[config.mk]
export PLATFORM = sky130hd
export DESIGN_NAME = alu_control_sequencer
export DESIGN_NICKNAME = d
export VERILOG_FILES = /design/src/rtl/alu_control_sequencer.sv
export SDC_FILE = /design/constraint.sdc
export NUM_CORES = 1
export LEC_CHECK = 0
export CAP_MARGIN = 20
export CORE_MARGIN = 4
export CORE_UTILIZATION = 43
export CTS_BUF_LIST = sky130_fd_sc_hd__clkbuf_16
export DETAILED_ROUTE_END_ITERATION = 7
export PLACE_DENSITY = 0.86
export SYNTH_ARGS = -nofsm -noshare
export SYNTH_HDL_FRONTEND = slang
export SYNTH_SLANG_ARGS = --single-unit
[constraint.sdc]
create_clock -name clk -period 3.7 [get_ports clk]
set_input_delay 0.74 -clock clk [delete_from_list [all_inputs] [get_ports clk]]
set_output_delay 0.74 -clock clk [all_outputs]
set_load 0.05 [all_outputs]
[src/rtl/alu_control_sequencer.sv]
// Multi-cycle control sequencer. It fetches an instruction, decodes it, drives the ALU
// controls, resolves branches and jumps from the ALU results, and runs the memory and
// register-file write handshakes.
module alu_control_sequencer #(
  parameter logic [31:0] RESET_PC = 32'h0000_0000
) (
  input  logic        clk,
  input  logic        reset_n,
  output logic        imemReq,
  output logic [31:0] imemAddr,
  input  logic        imemValid,
  input  logic [31:0] imemData,
  output logic        aluAltOp,
  output logic [3:0]  aluFunc,
  output logic        aluSrcImm,
  output logic [31:0] immOut,
  input  logic [31:0] aluResult,
  input  logic        beqIn,
  output logic [3:0]  rdAddr,
  output logic [3:0]  rs1Addr,
  output logic [3:0]  rs2Addr,
  output logic        regWe,
  output logic [1:0]  regWrSel,
  output logic [31:0] pcPlus4,
  output logic        dmemReq,
  output logic        dmemWe,
  output logic [31:0] dmemAddr,
  input  logic        dmemReady,
  output logic        illegalOp
);

  typedef enum logic [2:0] {S_INIT, S_FETCH, S_DECODE, S_EXEC, S_MEM, S_WB} state_e;

  localparam logic [3:0] OP_ALUR = 4'b1100, OP_ALUI = 4'b0100, OP_CMPR = 4'b1101,
                         OP_CMPI = 4'b0101, OP_BR   = 4'b0110, OP_LW   = 4'b0111,
                         OP_SW   = 4'b0011, OP_JAL  = 4'b1011;

  state_e      state_q, state_d;
  logic [31:0] pc_q, pc_d, ir_q, ir_d, aluq_q, aluq_d;
  logic        taken_q, taken_d;

  logic [3:0]  op;
  logic [31:0] imm_sext, pc_inc, br_target;
  logic        is_lw, is_sw, is_jal, is_br, legal;
  logic        dec_alt, dec_src, dec_we;
  logic [3:0]  dec_func;
  logic [1:0]  dec_sel;

  assign op       = ir_q[31:28];
  assign imm_sext = {{16{ir_q[15]}}, ir_q[15:0]};
  assign pc_inc   = pc_q + 32'd4;
  assign br_target = pc_inc + (imm_sext << 2);
  assign is_lw    = (op == OP_LW);
  assign is_sw    = (op == OP_SW);
  assign is_jal   = (op == OP_JAL);
  assign is_br    = (op == OP_BR);

  // Instruction decode: ALU controls and write-back behaviour per opcode
  always_comb begin
    legal    = 1'b1;
    dec_alt  = 1'b0;
    dec_func = 4'b0000;
    dec_src  = 1'b0;
    dec_we   = 1'b0;
    dec_sel  = 2'd0;
    unique case (op)
      OP_ALUR: begin dec_func = ir_q[27:24]; dec_we = 1'b1; end
      OP_ALUI: begin dec_func = ir_q[27:24]; dec_src = 1'b1; dec_we = 1'b1; end
      OP_CMPR: begin dec_alt = 1'b1; dec_func = ir_q[27:24]; dec_we = 1'b1; end
      OP_CMPI: begin dec_alt = 1'b1; dec_func = ir_q[27:24]; dec_src = 1'b1; dec_we = 1'b1; end
      OP_BR:   begin dec_alt = 1'b1; dec_func = ir_q[27:24]; end
      OP_LW:   begin dec_src = 1'b1; dec_we = 1'b1; dec_sel = 2'd1; end
      OP_SW:   dec_src = 1'b1;
      OP_JAL:  begin dec_src = 1'b1; dec_we = 1'b1; dec_sel = 2'd2; end
      default: legal = 1'b0;
    endcase
  end

  // State register
  always_ff @(posedge clk or negedge reset_n) begin
    if (!reset_n) state_q <= S_INIT;
    else          state_q <= state_d;
  end

  // Next-state logic
  always_comb begin
    state_d = state_q;
    unique case (state_q)
      S_INIT:   state_d = S_FETCH;
      S_FETCH:  if (imemValid) state_d = S_DECODE;
      S_DECODE: state_d = S_EXEC;
      S_EXEC:   state_d = (is_lw || is_sw) ? S_MEM : S_WB;
      S_MEM:    if (dmemReady) state_d = is_lw ? S_WB : S_FETCH;
      S_WB:     state_d = S_FETCH;
      default:  state_d = S_INIT;
    endcase
  end

  // Datapath registers: PC, IR, captured ALU result and branch flag
  always_ff @(posedge clk or negedge reset_n) begin
    if (!reset_n) begin
      pc_q    <= RESET_PC;
      ir_q    <= '0;
      aluq_q  <= '0;
      taken_q <= 1'b0;
    end else begin
      pc_q    <= pc_d;
      ir_q    <= ir_d;
      aluq_q  <= aluq_d;
      taken_q <= taken_d;
    end
  end

  // Datapath next values; PC only moves when leaving MEM (store) or WB
  always_comb begin
    pc_d    = pc_q;
    ir_d    = ir_q;
    aluq_d  = aluq_q;
    taken_d = taken_q;
    if (state_q == S_FETCH && imemValid) ir_d = imemData;
    if (state_q == S_EXEC) begin
      aluq_d  = aluResult;
      taken_d = beqIn;
    end
    if (state_q == S_MEM && dmemReady && is_sw) pc_d = pc_inc;
    if (state_q == S_WB) begin
      if (is_br && taken_q) pc_d = br_target;
      else if (is_jal)      pc_d = aluq_q;
      else                  pc_d = pc_inc;
    end
  end

  // Outputs: controls only live in EXEC/MEM/WB, fields always track IR
  always_comb begin
    imemReq   = (state_q == S_FETCH);
    aluAltOp  = 1'b0;
    aluFunc   = 4'b0000;
    aluSrcImm = 1'b0;
    regWe     = 1'b0;
    regWrSel  = 2'd0;
    dmemReq   = 1'b0;
    dmemWe    = 1'b0;
    dmemAddr  = '0;
    illegalOp = 1'b0;
    if (state_q == S_EXEC || state_q == S_MEM || state_q == S_WB) begin
      aluAltOp  = dec_alt;
      aluFunc   = dec_func;
      aluSrcImm = dec_src;
    end
    if (state_q == S_MEM) begin
      dmemReq  = 1'b1;
      dmemWe   = is_sw;
      dmemAddr = aluq_q;
    end
    if (state_q == S_WB) begin
      regWe     = legal && dec_we;
      regWrSel  = (legal && dec_we) ? dec_sel : 2'd0;
      illegalOp = !legal;
    end
  end

  assign imemAddr = pc_q;
  assign pcPlus4  = pc_inc;
  assign immOut   = is_jal ? (imm_sext << 2) : imm_sext;
  assign rdAddr   = ir_q[23:20];
  assign rs1Addr  = ir_q[19:16];
  assign rs2Addr  = ir_q[15:12];

endmodule

==> metrics.txt <==
Hold Vio Cnt, Final 0; Top FF cell, synth dfrtp_1; CTS tree done; Die Span Y 138 um; CTS Buf Count 9; clock sink count 100; VDD IR max 0.000813 V; Yosys top cell area share 0.347; met2 usage in global routing 0.408; R2R Setup Slk 0.20 ns; final worst-path cycle share 0.947; max_slew headroom 0.365; most numerous cell in the Yosys netlist nand2_1; CTS clock-pin slew for the worst setup and hold paths 0.08 ns; synth-to-layout area growth 41.4%; R2R cell count 16; mean area per synthesized cell 8.79 um2; Leakage Power 0.00440 uW; GRT Overall Usage 0.255; setup ws final 0.197 ns; CP Max Fanout 8; CP Launch Type register; post-synth top area cell dfrtp_1; MaxCap Viol Count 0; worst skew pair latency 0.36 ns; nets 1130; Post-Synthesis Cells 821; initial antenna violation count 3; clk_skew 0.0113 ns; GR peak layer met2; outcome complete, no violations; Worst-Margin Slew 0.944 ns; Die X 138 um; final core utilization 0.618; core area 0.0165 mm2; Root Buffer clkbuf_16; Final min period 3.50 ns; initial DRC count 551; CP Capture Type register; Design Power 11100 uW; final setup violation count 0; Post-synth ARST share 1.00; Final ANT Viol Nets 0; Starting Density 0.437; gr ovfl total 0; Fmax 0.285 GHz; Synth Net Count 927; crit path DAT 3.74 ns; IO Port Bufs 221; Fin Setup TNS 0 ns; sequential element share of the synthesized area 0.347; CTS Buffer Depth 2; # rows 47; Wirelength per Cell 19.1 um; WP data required 3.93 ns; leading cell types by count after synthesis 118 x nand2_1, 100 x dfrtp_1, 63 x mux2_2; Routed WL 23.9 mm; DP Worst Slack 0.217 ns; htree depth 3; Inst Count DP 1230; residual DRC count 0; EDFF count, synth 0; M3 GR Usage 0.0771; Area contributors post-synth dfrtp_1 35%, mux2_2 9.8%, ha_1 6.2%; share of layout cells above drive strength 1 0.187; pwr/cell area 1090 mW/mm2; Reg-to-Reg End imemAddr[31]$_DFFE_PN0N_; total die area 0.0189 mm2; I/O pin cnt 222; critical path type register to register; Vias/cell 5.67; Final Non-Filler Cells 1250; worst r2r src imemAddr[2]$_DFFE_PN0N_; worst hold path class input port to async pin; Placer Congestion 0.996; Slew Limit Fails 0; largest net degree at the start of global routing 65; Initial DRT Pass Iterations 5; Hold-fix buffers, CTS 0; synth warn 0; synthesized flop and latch total 100; distinct cell type count of the synthesized netlist 57; DR vias 7090; DP HPWL 18.1 mm; met1 GRT Util 0.325; mapped cell area 0.00722 mm2; vias in the first global route 6971; first-pass GRT wire length 37.3 mm
==> how the worst max path moves through the flow <==
stage / startpoint / endpoint / cells past startpoint
finish: imemAddr[2]$_DFFE_PN0N_ / imemAddr[31]$_DFFE_PN0N_ / 16
CTS: imemAddr[5]$_DFFE_PN0N_ / pcPlus4[19] / 6
global route: imemAddr[6]$_DFFE_PN0N_ / imemAddr[30]$_DFFE_PN0N_ / 15
global placement: imemAddr[5]$_DFFE_PN0N_ / imemAddr[24]$_DFFE_PN0N_ / 16
detailed placement: imemAddr[5]$_DFFE_PN0N_ / imemAddr[30]$_DFFE_PN0N_ / 15
floorplan: imemAddr[2]$_DFFE_PN0N_ / imemAddr[30]$_DFFE_PN0N_ / 14
==> state kept, by name, indices dropped and copies added, names as in the netlist <==
name      count
aluq_q       32
imemAddr     32
ir_q         32
state_q       3
taken_q       1
==> layout by cell type (no fill, tap or decap), drive strengths merged, types with 11 or more instances in the layout <==
master,Yosys,layout
a21o,11,11
dfrtp,100,100
o22ai,11,11
mux2,63,63
and2,43,43
clkdlybuf4s50,0,197
inv,15,18
a21oi,45,45
xor2,26,26
nand3,25,25
nor2,54,54
and3,15,15
buf,38,61
nand4,14,14
o21ai,51,51
nand2,118,118
ha,36,36
xnor2,30,30
==> power breakdown <==
group          switching (uW)  internal (uW)  total (uW)
Sequential                639           1620        2260
Clock                     464            462         927
Combinational            4900           3040        7940
==> critical path: stages, from the launching register on <==
cell     delay [ns]
dfrtp_2        0.43
ha_2           0.28
nand4_1        0.11
buf_4          0.18
nor2_4         0.21
nand4_1        0.17
nor2_2         0.24
xor2_4         0.26
ha_4           0.26
a21o_1         0.16
a21o_1         0.18
a21oi_2        0.19
and3_1         0.19
nand3_1        0.08
a31oi_1        0.18
xnor2_1        0.15
a21oi_1        0.09
==> through the flow <==
stage                     hold WS [ns]  instance area (um2)
after CTS                        0.506                10200
after global placement           0.462                 9880
after global routing             0.530                10200
after floorplan                  0.444                 7490
final                            0.475                10200
after detailed placement         0.486                 9880
==> metal layers <==
metal,share of wire,vias up
li1,-,3296
met1,0.39,3404
met2,0.47,340
met3,0.10,46
met4,0.031,4
met5,0.00084,-
==> timing repair <==
item | CTS | global route
endpoints found under the setup margin | 1 | 7
pin swaps | 0 | 4
setup buffers | 0 | 3
endpoints found under the hold margin | 0 | 0
resized for setup | 1 | 8
==> layout make-up <==
cell class,count,area [um2]
Antenna cell,1,2.50
Fill cell,1386,6320
Sequential cell,100,2510
Clock buffer,9,225
Clock inverter,7,50.0
Timing Repair Buffer,260,2500
Tap cell,220,275
Multi-Input combinational cell,638,4580
Inverter,15,56.3
==> cell families after synthesis <==
| kind of cell | synth area share |
|---|---|
| adders and majority gates | 0.0652 |
| AOI/OAI and AO/OA | 0.160 |
| and+or+nand+nor | 0.199 |
| buffers and inverters | 0.0593 |
| DFF | 0.347 |
| muxes | 0.0997 |
| xor gates and xnor gates | 0.0705 |
No activity file was read; power rests on OpenSTA's default activity.
